**src/rtl/apb_slave_regs.sv**
```systemverilog
// APB register-bank slave with a configurable wait-state counter.
// Register 0 is a read-only ID; registers 1..NUM_REGS-1 are full-word read/write.

`ifndef APB_DATA_WIDTH
`define APB_DATA_WIDTH 32
`endif
`ifndef PADDR_WIDTH
`define PADDR_WIDTH 32
`endif

module apb_slave_regs #(
  parameter int unsigned                  NUM_REGS    = 8,
  parameter int unsigned                  WAIT_STATES = 1,
  parameter int unsigned                  REG_AW      = 8,
  parameter logic [`APB_DATA_WIDTH-1:0]   ID_VALUE    = 32'h0A9B_0001
) (
  input  logic                        hclk,
  input  logic                        hreset,
  input  logic                        psel_x,
  input  logic                        penable,
  input  logic                        pwrite,
  input  logic [`PADDR_WIDTH-1:0]     paddr,
  input  logic [`APB_DATA_WIDTH-1:0]  pwdata,
  output logic [`APB_DATA_WIDTH-1:0]  prdata_x,
  output logic                        pready_x,
  output logic                        pslverr_x
);

  localparam int unsigned DW = `APB_DATA_WIDTH;
  localparam int unsigned AW = `PADDR_WIDTH;
  localparam logic [3:0]  WaitInit = 4'(WAIT_STATES);

  typedef enum logic [0:0] {StIdle, StAccess} state_e;

  state_e            state_q, state_d;
  logic [3:0]        cnt_q, cnt_d;
  logic [REG_AW-1:0] a_q, a_d;
  logic              w_q, w_d;
  logic [DW-1:0]     d_q, d_d;
  logic              wr_en;

  logic [DW-1:0]     regs_q [1:NUM_REGS-1];
  logic [DW-1:0]     rd_reg;
  logic [31:0]       idx_ext;
  logic              err;

  // Only the register window is decoded; the bridge has already decoded psel_x.
  generate
    if (AW > REG_AW) begin : g_unused_paddr
      logic unused_paddr;
      assign unused_paddr = ^paddr[AW-1:REG_AW];
    end
  endgenerate

  assign idx_ext = 32'(a_q[REG_AW-1:2]);
  assign err     = (a_q[1:0] != 2'b00) || (idx_ext >= NUM_REGS) || (w_q && (idx_ext == 32'd0));

  always_comb begin
    state_d = state_q;
    cnt_d   = cnt_q;
    a_d     = a_q;
    w_d     = w_q;
    d_d     = d_q;
    wr_en   = 1'b0;
    unique case (state_q)
      StIdle: begin
        if (psel_x && !penable) begin
          a_d     = paddr[REG_AW-1:0];
          w_d     = pwrite;
          d_d     = pwdata;
          cnt_d   = WaitInit;
          state_d = StAccess;
        end
      end
      StAccess: begin
        if (!psel_x || !penable) begin
          // Master abandoned the transfer: no commit, no response.
          cnt_d   = 4'd0;
          state_d = StIdle;
        end else if (cnt_q != 4'd0) begin
          cnt_d = cnt_q - 4'd1;
        end else begin
          wr_en   = w_q && !err;
          state_d = StIdle;
        end
      end
      default: state_d = StIdle;
    endcase
  end

  always_ff @(posedge hclk) begin
    if (hreset) begin
      state_q <= StIdle;
      cnt_q   <= 4'd0;
      a_q     <= '0;
      w_q     <= 1'b0;
      d_q     <= '0;
    end else begin
      state_q <= state_d;
      cnt_q   <= cnt_d;
      a_q     <= a_d;
      w_q     <= w_d;
      d_q     <= d_d;
    end
  end

  always_ff @(posedge hclk) begin
    if (hreset) begin
      for (int unsigned i = 1; i < NUM_REGS; i++) begin
        regs_q[i] <= '0;
      end
    end else if (wr_en) begin
      for (int unsigned i = 1; i < NUM_REGS; i++) begin
        if (idx_ext == i) begin
          regs_q[i] <= d_q;
        end
      end
    end
  end

  always_comb begin
    rd_reg = '0;
    if (idx_ext == 32'd0) begin
      rd_reg = ID_VALUE;
    end
    for (int unsigned i = 1; i < NUM_REGS; i++) begin
      if (idx_ext == i) begin
        rd_reg = regs_q[i];
      end
    end
  end

  // Responses depend only on registered state, never directly on bus inputs.
  assign pready_x  = (state_q == StAccess) && (cnt_q == 4'd0);
  assign prdata_x  = (pready_x && !w_q && !err) ? rd_reg : '0;
  assign pslverr_x = pready_x && err;

endmodule

```
**config.mk**
```make
export PLATFORM = sky130hd
export DESIGN_NAME = apb_slave_regs
export DESIGN_NICKNAME = d
export VERILOG_FILES = /design/src/rtl/apb_slave_regs.sv
export SDC_FILE = /design/constraint.sdc
export NUM_CORES = 1
export LEC_CHECK = 0
export CAP_MARGIN = 40
export CORE_MARGIN = 8
export CORE_UTILIZATION = 29
export DETAILED_ROUTE_END_ITERATION = 8
export PLACE_DENSITY = 0.54
export SKIP_LAST_GASP = 1
export SLEW_MARGIN = 20
export SYNTH_ARGS = -nofsm -noshare
export SYNTH_HDL_FRONTEND = slang
export SYNTH_SLANG_ARGS = --single-unit
```
**constraint.sdc**
```tcl
create_clock -name hclk -period 3.8 [get_ports hclk]
set_input_delay 0.38 -clock hclk [delete_from_list [all_inputs] [get_ports hclk]]
set_output_delay 0.38 -clock hclk [all_outputs]
set_load 0.01 [all_outputs]
```
# Word level (Yosys, flattened, before mapping)

Memory sizes are Yosys's and may differ from the RTL's.
Cells that the tools add are included.

Bits in writable memories: 224
Logic and storage cells: 102
Output and inout port bits: 34
Input bits: 69
Bits in latches: 0
Register bits after elaboration: 46
Memories kept: 1
Memory bits (read-only): 0

Memories:

| name   | words | width | read ports | clocked after Yosys merged registers in | wr ports | line | source |
|---|---|---|---|---|---|---|---|
| regs_q | 7     | 32    | 7          | 0                                       | 7        | 42   | `logic [DW-1:0] regs_q [1:NUM_REGS-1];` |

Order comparisons: 1
Multiplexer cells: 57
Divide/modulo/power cells: 0
Multiply operators: 0
Equal/unequal tests: 9
Reductions and logical operators: 20
Bitwise gates (word level): 8
Shift operators: 0
$add $sub $neg: 1

Operators with widths:

| cell                | number |
|---|---|
| $mux 32             | 15 |
| $mux 1              | 36 |
| $logic_not 32->1    | 1 |
| $mux 28             | 1 |
| $eq 6x3->1 const B  | 4 |
| $eq 6x2->1 const B  | 2 |
| $mux 4              | 3 |
| $pmux 4 s2          | 1 |
| $logic_and 1x1->1   | 7 |
| $or 1x1->1          | 7 |
| $eq 6x1->1 const B  | 1 |
| $ge 6x4->1 const B  | 1 |
| $logic_not 1->1     | 4 |
| $logic_not 4->1     | 1 |
| $reduce_and 2->1    | 2 |
| $reduce_bool 4->1   | 1 |
| $sub 4x1->4 const B | 1 |
| $logic_or 1x1->1    | 3 |
| $ne 3x1->1 const B  | 1 |
| $ne 2x2->1 const B  | 1 |
| $pmux 1 s2          | 1 |
| $reduce_bool 2->1   | 1 |
| $not 1->1           | 1 |

# Depth between registers and ports, before layout

Gate-level depths: netlist of the first run.

Word-level depth: 12
Gate-level depth with buffers: 8
Gate-level depth less buffers: 6

# Least setup slack after synthesis of the first run

OpenSTA, ideal clock, no wires.

Path type: register -> register
From: register a_q[5]
To: register regs_q[0][100] (netlist name)
Library setup time: 0.388 ns
Slack: 1.097 ns
Arrival time: 2.316 ns
Data required time: 3.412 ns
Stages on the path, launching flop included: 5
Period minus slack after synthesis: 2.703 ns
Path buffers: 0
Path through: dfxtp_1 > or3_1 > a2111o_4 > nor3_2 > a21o_1

RTL lines:

| item                   | line | source |
|---|---|---|
| from (decl)            | 37   | `logic [REG_AW-1:0] a_q, a_d;` |
| from (signal assigned) | 95   | `a_q <= '0;` |
| from (signal assigned) | 101  | `a_q <= a_d;` |

# Worst setup path after layout of the first run

From: register a_q[6]
To: output port prdata_x[8]

Longest elaborated chain between the ends: 9
Elaborated cells between the ends (all ways): 22
Classes of those cells: 1 x order compare; 7 x eq/ne; 8 x mux; 6 x reduce/logical

RTL lines:

| item                  | line | source |
|---|---|---|
| $eq 6x1->1            | 127  | `if (idx_ext == i) begin` |
| $mux 32 (7 in series) | 127  |  |
| $mux 32 *             | 135  | `assign prdata_x = (pready_x && !w_q && !err) ? rd_reg : '0;` |
| to (decl)             | 24   | `` output logic [`APB_DATA_WIDTH-1:0] prdata_x, `` |

Every way passes the cells marked *; elsewhere a longest branch is shown, timed or not.

==> impl_metrics.tcl, run 1 <==
set metrics [dict create \
    cp_slowest_cell "or4b_1" \
    hold_buffers 0 \
    syn_to_final_growth_pct 22.1 \
    maxCapViolCount 0 \
    dr.first_iter.drc_count 516 \
    path_cells "or4b_1 > nor2_2 > buf_4 > a22oi_1 > o22ai_1 > clkdlybuf4s50_1" \
    cts_buffer_depth 3 \
    die_h_um 220 \
    yosys-top-cells-area "edfxtp_1 (56%), and2_1 (12%), dfxtp_1 (7.6%)" \
    clock-sinks 270 \
    fmax_mhz 272 \
    synthArstFlopShare_pct 0 \
    gp_congestion 0.751 \
    fin_skew_ns 0.0125 \
    yosysWarnings 0 \
    drc 0 \
    syn_nets 1048 \
    worst_setup_path_start_kind "flip-flop" \
    ir_drop_v 0.000313 \
    hpwl_mm 21.6 \
    syn-cell-area_um2 12100 \
    numCtsBuffers 31 \
    row_count 74 \
    cts_max_level 1 \
    slew_viol_final 0 \
    fin_crit_sh_pct 96.8 \
    grt_start_max_net_pins 53 \
    finalHoldViolCount 0 \
    worst_pin_slew_ns 0.724 \
    cts_root_buffer "clkbuf_16" \
    status "complete, no violations" \
    cpPeakStageDelay_ns 0.83 \
    synth.avg_cell_area_um2 12.3 \
    layout-drive-gt1-share_pct 12.7 \
    grt_pass1_vias 8031 \
    required_ns 3.42 \
    dr_total_vias 8037 \
    regToRegSetupSlack_ns 0.89 \
    port_buffers 78 \
    synth_cell_type_count 45 \
    grt_usage_pct 13.7 \
    antenna_left 0 \
    routed_wl_mm 33.7 \
    clkTransAtPathRegs_ns 0.06 \
    crit_arrival_ns 3.30 \
    end_kind "output pin" \
    dr.pass1.iters 5 \
    nFillCells 4045 \
    holdCritPathClass "input pin to flip-flop" \
    fin_nets 1142 \
    dp_slack_ns 0.678 \
    grt_pass1_wl_mm 50.5 \
    routedWlPerCell_um 20.7 \
    clkLatencyLatePin_ns 0.55 \
    antenna_found_initial 1 \
    yosysTopAreaCell "edfxtp_1" \
    antenna_cells 0 \
    overflow 0 \
    synth_flop_cell "edfxtp_1" \
    synth.yosys.seq_area_share_pct 63.5 \
    tns_ns 0 \
    synth_top_area_share_pct 55.8 \
    synth_most_common_cell "and2_1" \
    synth_commonest_cells "and2_1 (226), edfxtp_1 (224), nand2_1 (101)" \
    critPathKind "flip-flop to output pin" \
    vias_per_cell 4.94 \
    cts_tree "built" \
    fin_ws_ns 0.122 \
    io_pins 103 \
    final.min_clock_period_ns 3.68 \
    rsz0062_at_grt "true" \
    setup_viol 0 \
    leakagePower_nw 5.05 \
    initial_utilization_pct 29.4 \
    powerDensity_nw_per_um2 463 \
    maxSlewHeadroom_pct 51.7 \
    synth-edff-count 224 \
    postLayoutCoreUtil_pct 36.0 \
    synthCells 978 \
    cts_setup_buffers 0 \
    cp_max_fo 18 \
    core_area_um2 40900 \
    ys_ff_latch 270 \
    cts_resized 0 \
    die-width_um 220 \
    dieArea_um2 48300 \
]
[power by group]
group / total [mW] / leakage (nW) / switching (mW) / internal (mW)
sequential: 3.36 / 2.69 / 0.0617 / 3.30
combinational: 0.430 / 1.83 / 0.264 / 0.166
clock: 3.03 / 0.524 / 1.17 / 1.86
total: 6.82 / 5.05 / 1.50 / 5.33
[placed cells by master (no fill, tap or decap), types with 4 or more instances in the layout]
master             n
mux2i_1           22
clkdlybuf4s50_1   77
mux2_2            10
a221o_1            6
mux4_2             6
or3_1              7
o22ai_1           27
and2_1           225
a211oi_1          21
clkbuf_16         32
nand2_1          101
dfxtp_1           44
buf_4             50
edfxtp_1         224
o221ai_1           7
nor2_1            10
a221oi_1          17
inv_1              4
o21ai_0           16
clkbuf_8           7
clkbuf_1           4
a21o_1             7
a22oi_1           23
clkinv_2           7
nor4_4             5
a21oi_1           83
nand2b_1           8
[worst max-delay path: cells and delay by family (launching register included)]
kind | cells | cell delay [ns]
AND/OR/NAND/NOR | 2 | 1.04
flip-flops | 1 | 0.38
buffers and inverters | 2 | 0.92
AO/OA/AOI/OAI | 2 | 0.39
[state kept, by name, summed over array words and instances (netlist names)]
name,cells
regs_q,224
d_q,32
a_q,8
cnt_q,4
state_q,1
w_q,1
[per-layer routing]
metal	vias to the layer above	GRT usage, %	share of wire [%]
met1	4017	18.5	46
met5	-	0	0
met2	198	22.8	47
met4	0	3.49	2.1
li1	3773	-	-
met3	49	2.22	4.8
[stage by stage]
| step | hold slack (ns) | total power, mW | std cells | cell area, um2 |
|---|---|---|---|---|
| global route | 0.358 | 7.03 | 1628 | 14700 |
| detailed placement | 0.463 | 3.86 | 1571 | 13700 |
| floorplan | 0.441 | 3.64 | 978 | 12100 |
| CTS | 0.350 | 6.88 | 1628 | 14700 |
| global placement | 0.458 | 3.84 | 1570 | 13600 |
| finish | 0.372 | 6.82 | 1628 | 14700 |
[path summary, 6_finish.rpt]
kind,from,endpoint,cells after the start
max,a_q[6]$_SDFFE_PP0P_,prdata_x[8],6
min,paddr[2],a_q[2]$_SDFFE_PP0P_,3
max reg2reg,a_q[6]$_SDFFE_PP0P_,regs_q[0][222]$_SDFFCE_PN0P_,6
min reg2reg,cnt_q[1]$_SDFFE_PP0P_,cnt_q[1]$_SDFFE_PP0P_,2
[layout make-up]
cell class / count / area (um2) / share of cell area, %
Multi-Input combinational cell: 634 / 4110 / 27.9
Tap cell: 532 / 666 / 4.52
Clock buffer: 43 / 912 / 6.20
Clock inverter: 14 / 144 / 0.978
Sequential cell: 270 / 7650 / 52.0
Inverter: 4 / 15.0 / 0.102
Timing Repair Buffer: 131 / 1220 / 8.28
[cells by family (layout without fill, tap and decap cells)]
logic type | Yosys count | after routing | synth area share [%]
xor gates and xnor gates | 1 | 1 | 0.0727
DFF | 270 | 270 | 63.5
buffers and inverters | 74 | 192 | 2.63
adders and majority gates | 1 | 1 | 0.104
muxes | 38 | 38 | 3.88
AOI/OAI and AO/OA | 211 | 211 | 11.3
and+or+nand+nor | 383 | 383 | 18.6
Power figures use the tool's default switching activity.
==> run 2, diff against run 1 <==
ABC_AREA = 0   (was default)
RECOVER_POWER = 50   (was default)
==> run 2 against run 1 <==
Flip-flop and latch count unchanged. Highest routed layer unchanged. Routed wire length about the same. Register-to-register slack about the same. Worst setup slack improved by 0.0070 ns. The run now ends with capacitance limit, slew limit left. Largest power group unchanged. Clock power about the same. Critical path depth unchanged.
==> impl_metrics.tcl, run 2 (synthesized netlist as in run 1, its figures left out) <==
set metrics [dict create \
    status "complete, but fails checks" \
    violations "capacitance limit, slew limit" \
    layout-drive-gt1-share_pct 12.4 \
    regToRegSetupSlack_ns 0.90 \
    maxCapViolCount 1 \
    timing.rr.end "regs_q[0][222]$_SDFFCE_PN0P_" \
    placed_area_um2 13700 \
    setup_viol 0 \
    cts_root_buffer "clkbuf_16" \
    slew_viol_final 42 \
    grt_pass1_wl_mm 50.5 \
    fin_area_um2 14700 \
    initial_utilization_pct 29.4 \
    antenna_found_initial 1 \
    reg_top3 "regs_q x224, d_q x32, a_q x8" \
    dr.first_iter.drc_count 541 \
    numCtsBuffers 31 \
    worst_setup_path_start_kind "flip-flop" \
    fin_ws_ns 0.129 \
    routed_wl_mm 33.7 \
    rsz0062_at_grt "true" \
    gp_congestion 0.751 \
    routedWlPerCell_um 20.7 \
    r2r_cells 6 \
    maxSlewHeadroom_pct -42.8 \
    top_register "regs_q" \
    clock-sinks 270 \
    final_common_cell "and2_1" \
    dr_total_vias 8030 \
    min_from "paddr[2]" \
    antenna_cells 0 \
    port_buffers 78 \
    syn_to_final_growth_pct 22.0 \
    largest_reg_flops 224 \
    fin_nets 1142 \
    vias_per_cell 4.93 \
    cts_tree "built" \
    place_inst 1571 \
    worst_pin_slew_ns 2.14 \
    fin_crit_sh_pct 96.6 \
    holdCritPathClass "input pin to flip-flop" \
    required_ns 3.42 \
    die-width_um 220 \
    critPathKind "flip-flop to output pin" \
    dr.pass1.iters 4 \
    final.min_clock_period_ns 3.67 \
    crit_arrival_ns 3.29 \
    antenna_left 0 \
    tns_ns 0 \
    grt_start_max_net_pins 53 \
    cts_max_level 1 \
    cp_max_fo 18 \
    final_cells 1628 \
    powerDensity_nw_per_um2 464 \
    clkTransAtPathRegs_ns 0.06 \
    cts_resized 0 \
    postLayoutCoreUtil_pct 35.9 \
    r2r_start "a_q[6]$_SDFFE_PP0P_" \
    overflow 0 \
    fmax_mhz 272 \
    dp_slack_ns 0.678 \
    io_pins 103 \
    cts_buffer_depth 3 \
    nFillCells 4048 \
    finalHoldViolCount 0 \
    fin_skew_ns 0.00968 \
    worstHoldPathCells 3 \
    core_area_um2 40900 \
    grt_usage_pct 13.7 \
    cts_setup_buffers 0 \
    hold-path-endpoint "a_q[2]$_SDFFE_PP0P_" \
    ir_drop_v 0.000313 \
    drc 0 \
    final_cell_mix "and2_1 (225), edfxtp_1 (224), nand2_1 (101), a21oi_1 (83), clkdlybuf4s50_1 (77)" \
    leakagePower_nw 5.03 \
    grt_pass1_vias 8031 \
    die_h_um 220 \
    dieArea_um2 48300 \
    hold_buffers 0 \
    end_kind "output pin" \
    clkLatencyLatePin_ns 0.55 \
    hpwl_mm 21.6 \
    row_count 74 \
]
-- run 2: changes by cell type in the layout (fill, tap and decap cells not counted) --
cell      delta
buf_4        -2
clkbuf_1     +2
nor3_1       +1
nor3_4       -1
-- run 2: area by class of cell --
cell class | instances | area, um2 | area share [%]
inverter | 4 | 15.0 | 0.102
clock buffer | 43 | 912 | 6.20
tap | 532 | 666 | 4.53
clock inverter | 14 | 144 | 0.979
sequential | 270 | 7650 | 52.1
multi-input combinational | 634 | 4100 | 27.9
timing repair buffer | 131 | 1210 | 8.24
-- run 2: worst max-delay path by stage --
stage / startpoint / end / slack, ns
floorplan: a_q[5]$_SDFFE_PP0P_ / regs_q[0][100]$_SDFFCE_PN0P_ / 1.10
global placement: a_q[5]$_SDFFE_PP0P_ / prdata_x[17] / 0.66
detailed placement: a_q[2]$_SDFFE_PP0P_ / prdata_x[5] / 0.68
CTS: a_q[2]$_SDFFE_PP0P_ / prdata_x[5] / 0.07
global route: a_q[6]$_SDFFE_PP0P_ / prdata_x[22] / -0.004
finish: a_q[6]$_SDFFE_PP0P_ / prdata_x[8] / 0.13
-- run 2: per-stage QoR --
stage | total power [mW] | hold WS [ns]
after floorplan | 3.64 | 0.441
after global placement | 3.84 | 0.458
after detailed placement | 3.86 | 0.463
after CTS | 6.88 | 0.350
after global routing | 7.03 | 0.358
final | 6.82 | 0.374
-- run 2: layer usage --
| metal | GRT usage [%] | routed length [um] | vias to the layer above |
|---|---|---|---|
| met3 | 2.22 | 1650 | 52 |
| met4 | 3.49 | 773 | 0 |
| met2 | 22.8 | 15900 | 182 |
| met1 | 18.5 | 15400 | 4028 |
| li1 | - | - | 3768 |
| met5 | 0 | 0 | - |
-- run 2: where the power goes --
group          switching, mW  leakage [nW]  internal [mW]
Clock                   1.17         0.524           1.86
Combinational          0.264          1.81          0.165
Sequential            0.0617          2.69           3.30
Total                   1.49          5.03           5.33
-- run 2: worst max-delay path, cell delays in order (launching register included) --
cell and delay [ns]:
dfxtp_1 0.38, or4b_1 0.83, nor2_2 0.21, buf_4 0.33
a22oi_1 0.15, o22ai_1 0.24, clkdlybuf4s50_1 0.59
==> run 3, diff against run 2 <==
--- a/config.mk
+++ b/config.mk
@@ -8,5 +8,5 @@
 export ABC_AREA = 0
 export CAP_MARGIN = 40
-export CORE_MARGIN = 8
+export CORE_MARGIN = 5
 export CORE_UTILIZATION = 29
 export DETAILED_ROUTE_END_ITERATION = 8
==> constraint.sdc (replaced) <==
create_clock -name hclk -period 3.8 [get_ports hclk]
set_input_delay 0.38 -clock hclk [delete_from_list [all_inputs] [get_ports hclk]]
set_output_delay 0.38 -clock hclk [all_outputs]
set_load 0.1 [all_outputs]
==> run 3 against run 2 <==
The flow now finishes without violations. Hold slack improved by 0.0051 ns. Clock-buffer cell count is 8 higher. Fmax up 1.6%. Cell count stayed put. Sequential share of layout area fell by 0.48 points. Critical path depth fell by 1. Via count grew 0.19%. Die area decreased by 5.4%. Total power fell by 2.1%.
==> impl_metrics.tcl, run 3 (synthesized netlist as in run 1, its figures left out) <==
set metrics [dict create \
    cts_max_level 1 \
    fmax_mhz 277 \
    required_ns 3.42 \
    setup_viol 0 \
    grt_start_max_net_pins 53 \
    finalHoldViolCount 0 \
    holdCritPathClass "input pin to flip-flop" \
    cpPeakStageDelay_ns 0.92 \
    antenna_cells 0 \
    overflow 0 \
    slew_viol_final 0 \
    end_kind "output pin" \
    numCtsBuffers 30 \
    antenna_found_initial 0 \
    path_cells "or4_1 > nor2_2 > a22oi_1 > a21oi_1 > buf_12" \
    cp_slowest_cell "or4_1" \
    cts_tree "built" \
    die_h_um 214 \
    powerDensity_nw_per_um2 450 \
    gp_congestion 0.789 \
    cp_max_fo 15 \
    routed_wl_mm 34.0 \
    maxSlewHeadroom_pct 3.35 \
    antenna_left 0 \
    tns_ns 0 \
    die-width_um 214 \
    dieArea_um2 45700 \
    dr.first_iter.drc_count 471 \
    routedWlPerCell_um 20.9 \
    reg_top3 "regs_q x224, d_q x32, a_q x8" \
    worst_pin_slew_ns 1.44 \
    ir_drop_v 0.000297 \
    core_area_um2 41000 \
    io_pins 103 \
    port_buffers 78 \
    leakagePower_nw 4.96 \
    clkLatencyLatePin_ns 0.55 \
    crit_buf_inv 1 \
    clkTransAtPathRegs_ns 0.06 \
    rsz0062_at_grt "false" \
    initial_utilization_pct 29.4 \
    vias_per_cell 4.94 \
    worst_setup_path_start_kind "flip-flop" \
    critPathTopFamily "simple AND/OR/NAND/NOR gates" \
    worst_hold_slack_ns 0.379 \
    dr_total_vias 8045 \
    row_count 74 \
    fin_crit_sh_pct 95.0 \
    maxCapViolCount 0 \
    grt_pass1_vias 8202 \
    finalPower_mw 6.67 \
    critPathKind "flip-flop to output pin" \
    top_register "regs_q" \
    dr.pass1.iters 5 \
    clock-sinks 270 \
    final_common_cell "edfxtp_1" \
    cts_buffer_depth 3 \
    cts_root_buffer "clkbuf_16" \
    layout-drive-gt1-share_pct 13.0 \
    syn_to_final_growth_pct 23.0 \
    hpwl_mm 21.4 \
    drc 0 \
    fin_nets 1142 \
    final.min_clock_period_ns 3.61 \
    final_cell_mix "edfxtp_1 (224), and2_1 (127), nand2_1 (101), and2_0 (99), a21oi_1 (83)" \
    fin_skew_ns 0.00746 \
    grt_pass1_wl_mm 51.3 \
    crit_arrival_ns 3.23 \
    status "complete, no violations" \
    largest_reg_flops 224 \
    grt_usage_pct 14.8 \
]
## run 3: final cells by class
class	count	area (um2)
Sequential cell	270	7650
Clock inverter	5	51.3
Multi-Input combinational cell	634	4020
Clock buffer	51	921
Inverter	4	15.0
Timing Repair Buffer	132	1510
Tap cell	532	666
Fill cell	4020	26200
## run 3: through the flow
step | instance area (um2) | utilization (%) | cells | setup WS [ns]
4_1_cts | 15000 | 36.5 | 1627 | 0.0157
3_5_place_dp | 14000 | 34.2 | 1571 | 0.568
6_report | 14800 | 36.2 | 1628 | 0.188
3_3_place_gp | 14000 | 34.1 | 1570 | 0.566
5_1_grt | 14800 | 36.2 | 1628 | 0.0659
2_1_floorplan | 12100 | - | 978 | 0.129
## run 3: worst paths after layout
path	slack, ns	end	start	depth (start not counted)
hold reg to reg	0.47	cnt_q[1]$_SDFFE_PP0P_	cnt_q[1]$_SDFFE_PP0P_	2
hold / removal	0.38	d_q[27]$_SDFFE_PP0P_	pwdata[27]	3
setup / recovery	0.19	prdata_x[17]	a_q[4]$_SDFFE_PP0P_	5
setup reg to reg	0.43	regs_q[0][55]$_SDFFCE_PN0P_	a_q[4]$_SDFFE_PP0P_	5
## run 3: routing by layer
| metal | vias to the layer above | track usage, % | part of all wire, % |
|---|---|---|---|
| met2 | 196 | 25.4 | 49 |
| met1 | 4035 | 20.0 | 44 |
| met4 | 0 | 3.16 | 2.0 |
| li1 | 3767 | - | - |
| met3 | 47 | 2.33 | 4.9 |
| met5 | - | 0 | 0 |
## run 3: worst reg2reg max path, stage by stage, from the launching register on
cell	delay [ns]
dfxtp_1	0.35
or4_1	0.92
buf_4	0.35
nor4_1	1.18
buf_12	0.29
and2_1	0.16
## run 3: power by group
group	internal, mW	switching, mW
logic	0.171	0.300
clock network	1.70	1.14
registers	3.30	0.0604
## run 3: what timing repair did
action / CTS / global route
gates resized for setup: 0 / 1
setup buffers: 0 / 1
setup endpoints to repair: 0 / 6
hold buffers: 0 / 0
==> variant 1 (flow settings as in run 2) <==
The macro `APB_DATA_WIDTH` goes from 32 to 64.
--- a/src/rtl/apb_slave_regs.sv
+++ b/src/rtl/apb_slave_regs.sv
@@ -2,7 +2,7 @@
 // Register 0 is a read-only ID; registers 1..NUM_REGS-1 are full-word read/write.
 
 `ifndef APB_DATA_WIDTH
-`define APB_DATA_WIDTH 32
+`define APB_DATA_WIDTH 64
 `endif
 `ifndef PADDR_WIDTH
 `define PADDR_WIDTH 32
Interface: changed (resized prdata_x and pwdata); port bits go from 103 to 167. The function was not compared with the original's and may differ.
==> variant 1 against run 2 <==
- the flow still finishes with violations (max-capacitance violations, max-slew violations)
- clock power increased by 82%
- wire length increased by 110%
- worst setup slack got worse by 0.047 ns
- first-iteration DRC count increased to 2.8 times the old value
- design area increased by 86%
- area after synthesis increased by 84%
- total power increased by 88%
- fmax decreased by 1.3%
- sequential cell count increased by 256
- hold slack got worse by 0.13 ns
- via count increased by 95%
- count of clock-buffer cells in the layout increased by 35
- sequential share of layout area increased by 3.0 points
- clock skew increased by 0.015 ns
- largest cell class unchanged
==> variant 1: results (changes against run 2) <==
[run_status]
status = finished, violations left
violations = max-capacitance violations, max-slew violations

[cells_and_area]
nFillCells = 7362  ; +82%
nets = 2123  ; +86%
top_regs = regs_q: 448 flops, d_q: 64 flops, a_q: 8 flops

[routing]
wl_per_cell_um = 23.2  ; +12%
routed_wl_um = 71800  ; +110%
num_vias = 15700  ; +95%
drtPass1Iterations = 6  ; +2

[place]
hpwl_um = 42700  ; +98%
dp_cells = 2984  ; +90%
portBuffers = 142  ; +82%
dpl-instance-area_um2 = 25400  ; +86%
globalplace.congestion = 0.754  ; +0.33%

[sta]
min_period_ns = 3.72  ; +0.0471 ns
fin_skew_ns = 0.0245  ; +0.0148 ns
maxSlewViolCount = 49  ; +17%
holdWs_ns = 0.240  ; -0.135 ns

[run]
max_cap_violations = 1  ; unchanged

[setup_path]
path_max_fanout = 12  ; -6
arrival_ns = 3.34  ; +0.05 ns
r2r_slack_ns = 0.19  ; -0.71 ns

[synth]
synth_area_leaders = edfxtp_1 61%, nor2_1 7.8%, dfxtp_1 7.0%
yosys.cell_types.count = 50  ; +11%
synth_commonest_cells = 459 x nor2_1, 448 x edfxtp_1, 175 x nand2_1, 116 x a21oi_1, 84 x mux2_2
synth_nets = 1983  ; +89%
netlist_instances = 1881  ; +92%
synth-seq-area-share_pct = 67.5  ; +4.1 points

[clock_tree]
clkLatencyLatePin_ns = 0.64  ; +0.09 ns
cts_made_buffers = 56  ; +81%

[global_routing]
antenna_found_initial = 3  ; +2
grtUsageTotal_pct = 16.2  ; +2.5 points
grt_max_degree = 49  ; -7.5%

[power]
irDropWorstVdd_mv = 0.307  ; -1.9%

-- variant 1: cells by family (layout without fill, tap and decap cells) --
logic type	after synthesis	count (layout)	synth area share [%]
fa+ha+maj	1	1	0.0563
simple gates	755	756	14.3
xor+xnor	1	1	0.0394
flops	526	526	67.5
compound gates	345	345	10.0
mux	100	100	4.98
buf+inv	153	340	3.10
-- variant 1: layout make-up --
type	instances	area [µm²]	area share, %
inverters	5	18.8	0.0687
multi-input cells	1203	6720	24.6
well taps	1030	1290	4.72
clock buffers	78	1640	5.99
clock inverters	28	248	0.907
flip-flops and latches	526	15000	55.0
repair buffers	229	2380	8.70
-- variant 1: worst paths after layout --
path                                  endpoint  cells after the start           startpoint
setup / recovery                  prdata_x[60]                      6  a_q[5]$_SDFFE_PP0P_
hold / removal            d_q[13]$_SDFFE_PP0P_                      2               hreset
setup reg to reg  regs_q[0][191]$_SDFFCE_PN0P_                      8  a_q[3]$_SDFFE_PP0P_
hold reg to reg            a_q[0]$_SDFFE_PP0P_                      2  a_q[0]$_SDFFE_PP0P_
-- variant 1: metal layers --
metal  share of wire [%]  routed length [µm]  global-route usage [%]
met2                  48               34800                    27.4
met4                 2.8                2000                    5.49
met1                  41               29600                    21.0
met5               0.018                  13                       0
met3                 7.5                5380                    2.61
-- variant 1: repair_timing --
item	in CTS	in global routing
hold buffers	0	0
pin swaps	3	1
gates cloned	2	1
gates resized for setup	15	7
endpoints found under the hold margin	0	0
setup endpoints to repair	29	50
setup buffers	6	0
-- variant 1: stage by stage --
step	power (mW)	TNS, ns
global route	13.2	0
CTS	12.9	-0.00527
floorplan	7.03	0
global placement	7.42	0
finish	12.8	0
detailed placement	7.44	0
-- variant 1: worst max-delay path: stages, from the launching register on --
cell	delay [ns]
dfxtp_1	0.35
or4b_2	0.77
nor3_4	0.16
buf_4	0.28
a22oi_1	0.14
a31oi_1	0.37
clkdlybuf4s50_1	0.64
-- variant 1: where the power goes --
group,internal (mW),switching (mW),total (mW)
Sequential,6.44,0.0781,6.52
Combinational,0.304,0.497,0.801
Clock,3.15,2.35,5.50
Total,9.90,2.92,12.8
==> variant 2 (config.mk and constraints of run 2) <==
Made on the original files. Register the output `pslverr_x`, cleared by the reset; this adds one clock of latency there. The other outputs are not delayed to match.
--- a/src/rtl/apb_slave_regs.sv
+++ b/src/rtl/apb_slave_regs.sv
@@ -133,7 +133,13 @@
   // Responses depend only on registered state, never directly on bus inputs.
   assign pready_x  = (state_q == StAccess) && (cnt_q == 4'd0);
   assign prdata_x  = (pready_x && !w_q && !err) ? rd_reg : '0;
-  assign pslverr_x = pready_x && err;
+  always_ff @(posedge hclk) begin
+    if (hreset) begin
+      pslverr_x <= '0;
+    end else begin
+      pslverr_x <= pready_x && err;
+    end
+  end
 
 endmodule
 
Function: changed (a bounded check fails within 4 cycles, from zero or initial values and one cycle with hreset high).
==> variant 2 against run 2 <==
- the flow still finishes with violations (max-capacitance violations, max-slew violations)
- wire length decreased by 2.1%
- sequential share of layout area grew 1.2 points
- total power decreased by 5.4%
- combinational power increased by 5.1%
- global-route usage is 0.24 points lower
- area after synthesis is 0.56% higher
- die area up 0.52%
- count of clock-buffer cells in the layout up 1
- design area is 1.9% lower
- sequential cell count is 1 higher
- first-iteration DRC count is 22% higher
- worst setup slack gained 0.077 ns
- critical endpoint is now prdata_x[31]
==> variant 2: results (changes against run 2) <==
[global_routing]
grtUsageTotal_pct = 13.5  ; -0.24 points
first_global_vias = 8198  ; +2.1%
grt_pass1_wl_um = 50300  ; -0.55%

[synth]
yosys.cell_types.count = 46  ; +2.2%
synthAdderAreaFrac_pct = 0.103  ; -0.00058 points
synth-seq-cells = 271  ; +0.37%
synth_commonest_cells = 232 x nor2_1, 224 x edfxtp_1, 116 x nand2_1, 77 x a21oi_1, 59 x clkbuf_1
synth_compound_area_share_pct = 10.7  ; -0.61 points

[run_status]
violations = max-capacitance violations, max-slew violations
status = finished, violations left

[power]
irDropWorstVdd_mv = 0.400  ; +28%

[place]
dpl-instance-area_um2 = 13600  ; -0.70%

[setup_path]
crit_slowest_cell = clkdlybuf4s50_1
path_max_fanout = 22  ; +4
cp_top_family = buffers and inverters

[cells_and_area]
nets = 1219  ; +6.7%
clock_buffers = 44  ; +2.3%
multi_input_cells = 718  ; +13%
fin_cells = 1710  ; +5.0%
inverters = 12  ; +8
clock_area_share_pct = 6.14  ; -1.0 points

[floorplanning]
die_area_um2 = 48600  ; +0.52%

[sta]
worst_slew_pin_slew_ns = 1.98  ; -0.159 ns
maxSlewViolCount = 142  ; +240%

[run]
max_cap_violations = 4  ; +3

[hold_path]
min_from = hreset

[routing]
via_per_inst = 4.84  ; -1.9%

[variant 2: cell count changes in the layout (fill, tap and decap cells not counted), sizes merged, moves of 13 or more]
cell	before	now
a211oi	21	0
a221oi	17	31
a22oi	23	10
a2bb2oi	0	19
and2	226	3
buf	52	31
mux2	10	54
nand2	101	116
nand2b	8	44
nor2	14	234
o21ai	16	34
o22ai	27	3
[variant 2: per-layer routing]
layer,share of wire (%),track usage (%)
met5,0,0
met4,1.9,3.67
met3,4.9,2.08
met2,46,21.6
met1,47,18.9
[variant 2: final timing paths]
path	slack [ns]	cells past startpoint	to
setup / recovery	0.21	7	prdata_x[31]
hold / removal	0.18	2	d_q[13]$_SDFFE_PP0P_
setup reg to reg	0.34	7	regs_q[0][237]$_SDFFCE_PN0P_
hold reg to reg	0.46	2	d_q[12]$_SDFFE_PP0P_
[variant 2: power by group]
group          switching, mW  leakage, nW  internal [mW]
clock                   1.12        0.447           1.52
combinational          0.267         1.47          0.184
sequential            0.0498         2.70           3.31
